### config.mk
export PLATFORM = sky130hd
export DESIGN_NAME = multicycle_control
export DESIGN_NICKNAME = d
export VERILOG_FILES = /design/src/rtl/multicycle_control.sv
export SDC_FILE = /design/constraint.sdc
export NUM_CORES = 1
export LEC_CHECK = 0
export BUFFER_PORTS_ARGS = -buffer_cell sky130_fd_sc_hd__buf_4
export CORE_UTILIZATION = 50
export CTS_BUF_LIST = sky130_fd_sc_hd__clkbuf_8
export DETAILED_ROUTE_END_ITERATION = 10
export PLACE_DENSITY_LB_ADDON = 0.12
export SKIP_CTS_REPAIR_TIMING = 1
export SLEW_MARGIN = 25
export SYNTH_ARGS = -nofsm -noshare
export SYNTH_HDL_FRONTEND = slang
export SYNTH_SLANG_ARGS = --single-unit
### constraint.sdc
create_clock -name clk -period 2.5 [get_ports clk]
set_input_delay 0.25 -clock clk [delete_from_list [all_inputs] [get_ports clk]]
set_output_delay 0.25 -clock clk [all_outputs]
set_load 0.01 [all_outputs]
### src/rtl/multicycle_control.sv
// multicycle_control: FETCH/DECODE/EXEC/MEM/WB sequencer for the 16-bit processor.
// Optional macro CTRL_PERF_EN adds cycle and retired-instruction counters (cyc_cnt, ret_cnt).
module multicycle_control #(
    parameter int IW  = 16,
    parameter int OPW = 4
`ifdef CTRL_PERF_EN
    ,
    parameter int CNT_W = 32
`endif
) (
    input  logic          clk,
    input  logic          rst,
    input  logic          run,
    input  logic [IW-1:0] instr_in,
    input  logic          mem_ack,
    input  logic          zero,
    output logic [IW-1:0] ir,
    output logic          mem_req,
    output logic          mem_we,
    output logic          mem_asel,
    output logic          pc_we,
    output logic [1:0]    pc_src,
    output logic [OPW-1:0] alu_op,
    output logic          alu_bsel,
    output logic          ext_sign,
    output logic          rf_we,
    output logic          rf_wdsel,
    output logic          illegal,
    output logic [2:0]    state_o
`ifdef CTRL_PERF_EN
    ,
    output logic [CNT_W-1:0] cyc_cnt,
    output logic [CNT_W-1:0] ret_cnt
`endif
);
    localparam logic [5:0] OP_AR    = 6'h00;
    localparam logic [5:0] OP_J     = 6'h02;
    localparam logic [5:0] OP_BEQ   = 6'h04;
    localparam logic [5:0] OP_BNE   = 6'h05;
    localparam logic [5:0] OP_ADDI  = 6'h08;
    localparam logic [5:0] OP_ADDIU = 6'h09;
    localparam logic [5:0] OP_SLTI  = 6'h0A;
    localparam logic [5:0] OP_SLTIU = 6'h0B;
    localparam logic [5:0] OP_ANDI  = 6'h0C;
    localparam logic [5:0] OP_ANDIU = 6'h0D;
    localparam logic [5:0] OP_ORI   = 6'h0E;
    localparam logic [5:0] OP_ORIU  = 6'h0F;
    localparam logic [5:0] OP_LW    = 6'h23;
    localparam logic [5:0] OP_SW    = 6'h2B;

    localparam logic [3:0] F_AND  = 4'h0;
    localparam logic [3:0] F_OR   = 4'h1;
    localparam logic [3:0] F_ADD  = 4'h2;
    localparam logic [3:0] F_SLTU = 4'h3;
    localparam logic [3:0] F_SUB  = 4'h6;
    localparam logic [3:0] F_SLT  = 4'h7;

    typedef enum logic [2:0] {
        S_FETCH  = 3'd0,
        S_DECODE = 3'd1,
        S_EXEC   = 3'd2,
        S_MEM    = 3'd3,
        S_WB     = 3'd4,
        S_TRAP   = 3'd5
    } state_t;

    state_t        state_q;
    logic [IW-1:0] ir_q;
    logic          busy_q;
    logic [5:0]    op;
    logic          is_ar, is_j, is_beq, is_br, is_lw, is_sw, is_imm, is_signed, known;
    logic [OPW-1:0] ex_op;

    assign ir      = ir_q;
    assign state_o = state_q;
    assign illegal = state_q == S_TRAP;

    // Opcode classification and EXEC-stage ALU operation from the held instruction.
    always_comb begin
        op        = ir_q[IW-1:IW-6];
        is_ar     = op == OP_AR;
        is_j      = op == OP_J;
        is_beq    = op == OP_BEQ;
        is_br     = is_beq || op == OP_BNE;
        is_lw     = op == OP_LW;
        is_sw     = op == OP_SW;
        is_imm    = op inside {OP_ADDI, OP_ADDIU, OP_ANDI, OP_ANDIU, OP_ORI, OP_ORIU, OP_SLTI, OP_SLTIU};
        is_signed = op inside {OP_ADDI, OP_ANDI, OP_ORI, OP_SLTI};
        known     = is_ar || is_j || is_br || is_lw || is_sw || is_imm;
        ex_op     = is_ar                              ? OPW'(ir_q[3:0]) :
                    is_br                              ? OPW'(F_SUB)     :
                    op inside {OP_ANDI, OP_ANDIU}      ? OPW'(F_AND)     :
                    op inside {OP_ORI, OP_ORIU}        ? OPW'(F_OR)      :
                    op == OP_SLTI                      ? OPW'(F_SLT)     :
                    op == OP_SLTIU                     ? OPW'(F_SLTU)    : OPW'(F_ADD);
    end

    // Per-state strobes; the fetch request is gated by rst so it drops the instant reset asserts.
    always_comb begin
        mem_req  = 1'b0;
        mem_we   = 1'b0;
        mem_asel = 1'b0;
        pc_we    = 1'b0;
        pc_src   = 2'd0;
        alu_op   = '0;
        alu_bsel = 1'b0;
        ext_sign = 1'b0;
        rf_we    = 1'b0;
        rf_wdsel = 1'b0;
        case (state_q)
            S_FETCH: begin
                mem_req = rst && (run || busy_q);
                pc_we   = mem_req && mem_ack;
            end
            S_DECODE: begin
                pc_we  = is_j;
                pc_src = is_j ? 2'd2 : 2'd0;
            end
            S_EXEC: begin
                alu_op   = ex_op;
                alu_bsel = is_imm || is_lw || is_sw;
                ext_sign = is_signed;
                pc_we    = is_br && (is_beq ? zero : !zero);
                pc_src   = is_br ? 2'd1 : 2'd0;
            end
            S_MEM: begin
                mem_req  = 1'b1;
                mem_asel = 1'b1;
                mem_we   = is_sw;
            end
            S_WB: begin
                rf_we    = 1'b1;
                rf_wdsel = is_lw;
            end
            default: ;
        endcase
    end

    // Sequencer; busy_q keeps a started fetch alive even if run falls before the ack.
    always_ff @(posedge clk or negedge rst) begin
        if (!rst) begin
            state_q <= S_FETCH;
            ir_q    <= '0;
            busy_q  <= 1'b0;
        end else begin
            case (state_q)
                S_FETCH: begin
                    if (run || busy_q) begin
                        if (mem_ack) begin
                            ir_q    <= instr_in;
                            busy_q  <= 1'b0;
                            state_q <= S_DECODE;
                        end else begin
                            busy_q <= 1'b1;
                        end
                    end
                end
                S_DECODE: state_q <= is_j ? S_FETCH : (known ? S_EXEC : S_TRAP);
                S_EXEC:   state_q <= is_br ? S_FETCH : ((is_lw || is_sw) ? S_MEM : S_WB);
                S_MEM:    state_q <= mem_ack ? (is_sw ? S_FETCH : S_WB) : S_MEM;
                S_WB:     state_q <= S_FETCH;
                S_TRAP:   state_q <= S_TRAP;
                default:  state_q <= S_FETCH;
            endcase
        end
    end

`ifdef CTRL_PERF_EN
    logic [CNT_W-1:0] cyc_q, ret_q;
    logic             ret_ev;

    assign cyc_cnt = cyc_q;
    assign ret_cnt = ret_q;
    assign ret_ev  = (state_q == S_DECODE && is_j) || (state_q == S_EXEC && is_br) ||
                     (state_q == S_MEM && mem_ack && is_sw) || state_q == S_WB;

    // Active-cycle and retirement counters, both wrapping naturally.
    always_ff @(posedge clk or negedge rst) begin
        if (!rst) begin
            cyc_q <= '0;
            ret_q <= '0;
        end else begin
            if (state_q != S_TRAP && !(state_q == S_FETCH && !run)) cyc_q <= cyc_q + CNT_W'(1);
            if (ret_ev) ret_q <= ret_q + CNT_W'(1);
        end
    end
`endif
endmodule
==> impl_metrics.tcl, run 1 <==
set metrics [dict create \
    final_cell_mix "buf_4, dfrtp_1, mux2_2, nor2_1" \
    crit_path_top_delay_cell "dfrtp_1" \
    postLayoutCellArea_mm2 0.00159 \
    slowest_delay_ps 520 \
    clockBufferDepth 2 \
    cts_made_buffers 3 \
    end_kind "primary output" \
    synth_cell_types 41 \
    hpwlAfterDp_um 2080 \
    yosys_register_bits 20 \
    max_freq_ghz 0.458 \
    hold_path_class "input port to flop" \
    cp-endpoint "alu_op[2]" \
    cts_root_buf "clkbuf_8" \
    tns_ps 0 \
    clk_pin_slew_ps 70 \
    die_x_um 49.4 \
    synth-edff-count 0 \
    hold_slack_ps 206 \
    drcViolationCount 0 \
    maxCapViolCount 0 \
    synth_top_area_share_pct 44.5 \
    worstReg2RegStart "state_o[2]" \
    worst_slew_pin_slew_ps 525 \
    io_pins 55 \
    netSwitchingPower_mw 0.755 \
    clock_latency_ps 250 \
    slew_headroom_pct 64.9 \
    p_seq_share_pct 37.9 \
    worst_r2r_path_depth 4 \
    area_delta_synth_final_pct 41.1 \
    fp-row-count 16 \
    drt-initial-drc-count 6 \
    p_int_mw 1.17 \
    cpLargestDelayFamily "simple AND/OR/NAND/NOR gates" \
    rsz0062_at_grt "no" \
    hold_viol 0 \
    setup_viol 0 \
    fp.coreArea_mm2 0.00204 \
    grt-ovfl-total 0 \
    skew_ps 3.90 \
    critPathLaunch "ir[13]" \
    syn-cell-area_mm2 0.00112 \
    vias_per_cell 5.69 \
    port_buffers 54 \
    synthCells 103 \
    leakage_nw 0.733 \
    antenna_found_initial 0 \
    grt_max_degree 23 \
    ant_nets 0 \
    reg2reg_setup_slack_ps 510 \
    drive_above_1_share_pct 51.6 \
    die_area_mm2 0.00244 \
    final_common_cell "buf_4" \
    fin_crit_sh_pct 87.3 \
    n_antenna_cell 0 \
    clock-sinks 20 \
    die_y_um 49.4 \
    start_kind "flop" \
    initial_core_util_pct 55.0 \
    synthTopCellsByArea "dfrtp_1, mux2_2, nor2_1" \
    power_density_mw_per_mm2 1220 \
    avgRoutedWirePerCell_um 15.0 \
    synth_largest_area_cell "dfrtp_1" \
    dpl-instance-area_mm2 0.00152 \
    synth_warnings 0 \
    nNetsFinal 179 \
    swShare_pct 39.1 \
    grt.total_usage_pct 25.0 \
    crit_chain "or2_2, or4_4, o2111a_1, buf_4" \
    power_frac_comb_pct 49.7 \
    cts_tree "done" \
    fillCellCount 148 \
    async_flop_share_pct 100 \
    cp.depth 4 \
    first_pass_iters 4 \
    syn_area_per_cell_um2 10.9 \
    status "complete, no violations" \
    cp_data_arrival_time_ps 1930 \
    vias 1047 \
    criticalPathCategory "flop to primary output" \
    cts_max_level 1 \
    critical_path.max_fanout 13 \
    maxSlewViolCount 0 \
    place_congestion 0.883 \
    grt_pass1_vias 1048 \
    p_clk_share_pct 12.4 \
    synth-seq-area-share_pct 44.5 \
    grt_pass1_wl_um 4730 \
    period_needed_ps 2180 \
    synth-main-ff-cell "dfrtp_1" \
    syn_nets 124 \
    postRouteWirelength_um 2760 \
    rr_endpoint "ir[12]" \
    crit_buf_inv 1 \
    ir_drop_mv 0.796 \
    cp.required_ps 2250 \
]
cells in the mapped netlist (3+ instances only):
cell,count
a21oi_1,3
buf_6,3
and2_1,4
nor2_1,9
and3_1,3
dfrtp_1,20
nand2_1,3
nand3_1,3
mux2_2,16
per-stage QoR:
stage	instances	total power, mW	setup slack, ps	utilization (%)
after global placement	179	1.64	619	74.4
after detailed placement	179	1.69	532	74.4
final	184	1.93	317	77.6
after floorplan	103	1.29	716	-
after global routing	184	2.07	232	77.6
after CTS	183	1.94	321	77.1
cell families after synthesis:
family,count (synthesis),synth area share (%)
simple gates,43,22.8
flops,20,44.5
mux,16,16.0
compound gates,17,11.4
xor+xnor,1,0.780
buf+inv,6,4.45
sequential cells by signal, indices dropped and copies added (netlist names):
signal,flops
busy_q,1
state_o,3
ir,16
power by group through the flow:
stage / Clock, mW / Sequential (mW) / Combinational [mW]
after detailed placement: 0 / 0.733 / 0.959
after global routing: 0.263 / 0.769 / 1.04
after CTS: 0.246 / 0.726 / 0.963
final: 0.240 / 0.731 / 0.959
after global placement: 0 / 0.715 / 0.929
after floorplan: 0 / 0.703 / 0.589
routing by layer:
| metal | GRT usage [%] | wire length [um] | vias up |
|---|---|---|---|
| met4 | 5.24 | 6 | 0 |
| met5 | 0 | 0 | - |
| met1 | 35.3 | 1170 | 510 |
| li1 | - | - | 489 |
| met2 | 40.6 | 1400 | 46 |
| met3 | 3.74 | 178 | 2 |
area by class of cell:
type	instances	area, um2	area share (%)
clock buffers	4	55.1	3.47
multi-input cells	77	573	36.1
flip-flops and latches	20	500	31.6
well taps	27	33.8	2.13
repair buffers	56	423	26.7
worst min-delay path by stage:
stage	start	end	slack (ps)	cells after the start
2_1_floorplan	rst	busy_q	-50	0
3_3_place_gp	rst	ir[1]	150	1
3_5_place_dp	rst	ir[2]	150	1
4_1_cts	rst	ir[2]	-120	1
5_1_grt	mem_ack	busy_q	200	2
6_report	mem_ack	busy_q	210	2
(Power assumes the default switching activity.)
==> run 2: changes to the inputs <==
Settings changed: CORE_UTILIZATION 50 to 47, CTS_CLUSTER_DIAMETER set to 200.
Clock period 2.5 ns to 2.2 ns, I/O delays scaled along.
==> run 2 against run 1 <==
  * Clock-buffer cell count unchanged
  * Critical endpoint unchanged
  * Clock power is 16% higher
  * Core utilization decreased by 5.6 points
  * Largest power group unchanged
  * Sequential power up 7.3%
  * Cell area grew 1.5%
  * Sequential share of layout area fell by 0.47 points
  * Clock skew decreased by 0.93 ps
  * Global-route usage is 2.6 points lower
  * First-iteration DRC count up 83%
  * Non-clock buffer count increased by 3
==> impl_metrics.tcl, run 2 (synthesized netlist as in run 1, its figures left out) <==
set metrics [dict create \
    io_pins 55 \
    hold_path_class "input port to flop" \
    utilization_pct 72.0 \
    placedCellCount 183 \
    critical_path.max_fanout 9 \
    largest_reg_flops 16 \
    die_x_um 50.9 \
    postLayoutCellArea_mm2 0.00161 \
    avgRoutedWirePerCell_um 14.4 \
    cp.required_ps 1980 \
    power_density_mw_per_mm2 1390 \
    crit_path_top_delay_cell "or4_4" \
    vias 1022 \
    fin_crit_sh_pct 95.8 \
    die_y_um 50.9 \
    clockBufferDepth 2 \
    end_kind "primary output" \
    clock-sinks 20 \
    cts_root_buf "clkbuf_8" \
    criticalPathCategory "flop to primary output" \
    final_common_cell "buf_4" \
    fp-row-count 17 \
    power_frac_comb_pct 52.4 \
    slew_headroom_pct 67.7 \
    final_cell_mix "buf_4, dfrtp_1, mux2_2, nor2_1" \
    grt_max_degree 23 \
    antenna_found_initial 0 \
    cts_made_buffers 3 \
    p_int_mw 1.37 \
    drt-initial-drc-count 11 \
    crit_chain "or2_1, or4_4, o2111a_1, buf_4" \
    port_buffers 54 \
    cts_tree "done" \
    p_clk_share_pct 12.5 \
    first_pass_iters 4 \
    drive_above_1_share_pct 52.5 \
    fin_cells 188 \
    rsz0062_at_grt "no" \
    maxSlewViolCount 0 \
    clock_latency_ps 260 \
    cp_data_arrival_time_ps 1890 \
    maxCapViolCount 0 \
    initial_core_util_pct 50.3 \
    die_area_mm2 0.00259 \
    setup_ws_ps 91.7 \
    setup_viol 0 \
    area_delta_synth_final_pct 43.2 \
    hold_viol 0 \
    worst_slew_pin_slew_ps 484 \
    period_needed_ps 2110 \
    skew_ps 2.97 \
    nNetsFinal 182 \
    grt.total_usage_pct 22.4 \
    max_freq_ghz 0.474 \
    status "complete, no violations" \
    pre_cts_ws_ps 381 \
    n_antenna_cell 0 \
    start_kind "flop" \
    clk_pin_slew_ps 70 \
    drcViolationCount 0 \
    fp.coreArea_mm2 0.00223 \
    vias_per_cell 5.44 \
    cts_max_level 1 \
    tns_ps 0 \
    swShare_pct 38.7 \
    ant_nets 0 \
    grt_pass1_wl_um 4380 \
    ir_drop_mv 0.902 \
    dpl-instance-area_mm2 0.00154 \
    hpwlAfterDp_um 2100 \
    grt_pass1_vias 976 \
    grt-ovfl-total 0 \
    p_seq_share_pct 35.2 \
    slowest_delay_ps 490 \
    leakage_nw 0.748 \
    postRouteWirelength_um 2700 \
    netSwitchingPower_mw 0.863 \
    place_congestion 0.820 \
]
## run 2: cell types whose count changed in the layout (fill, tap and decap cells not counted)
cell,before,now
buf_4,55,58
## run 2: critical path: cells and delay by family, from the launching register on
kind	cells	cell delay [ps]
compound gates	1	240
simple gates	2	780
buf+inv	1	140
flops	1	470
## run 2: final timing paths
kind,startpoint,endpoint,slack (ps),cells past startpoint
min in group asynchronous,rst,state_o[2],380,2
setup / recovery,ir[14],alu_op[2],90,4
max in group asynchronous,rst,ir[15],1600,2
hold / removal,mem_ack,busy_q,150,2
hold reg to reg,ir[6],ir[6],510,1
setup reg to reg,state_o[2],ir[0],360,4
## run 2: power groups by stage
stage	logic [mW]	clock network [mW]	registers (mW)
after floorplan	0.670	0	0.799
after global placement	1.14	0	0.766
after detailed placement	1.17	0	0.786
after CTS	1.18	0.290	0.780
after global routing	1.26	0.302	0.822
final	1.17	0.278	0.784
## run 2: layout make-up
cell class	count	area [um2]
Clock buffer	4	55.1
Timing Repair Buffer	59	445
Fill cell	177	624
Tap cell	28	35.0
Multi-Input combinational cell	77	573
Sequential cell	20	500
## run 2: routing by layer
layer | wire [um] | vias to the layer above | share of wire [%] | GRT usage (%)
li1 | - | 492 | - | -
met1 | 1180 | 492 | 44 | 28.8
met2 | 1400 | 38 | 52 | 39.8
met3 | 112 | 0 | 4.1 | 2.68
met4 | 0 | 0 | 0 | 5.56
met5 | 0 | - | 0 | 0
## run 2: metrics by stage
| stage | hold slack, ps | total power [mW] |
|---|---|---|
| 3_3_place_gp | 118 | 1.91 |
| 2_1_floorplan | -75.6 | 1.47 |
| 5_1_grt | 158 | 2.39 |
| 4_1_cts | -163 | 2.25 |
| 3_5_place_dp | 119 | 1.96 |
| 6_report | 155 | 2.23 |
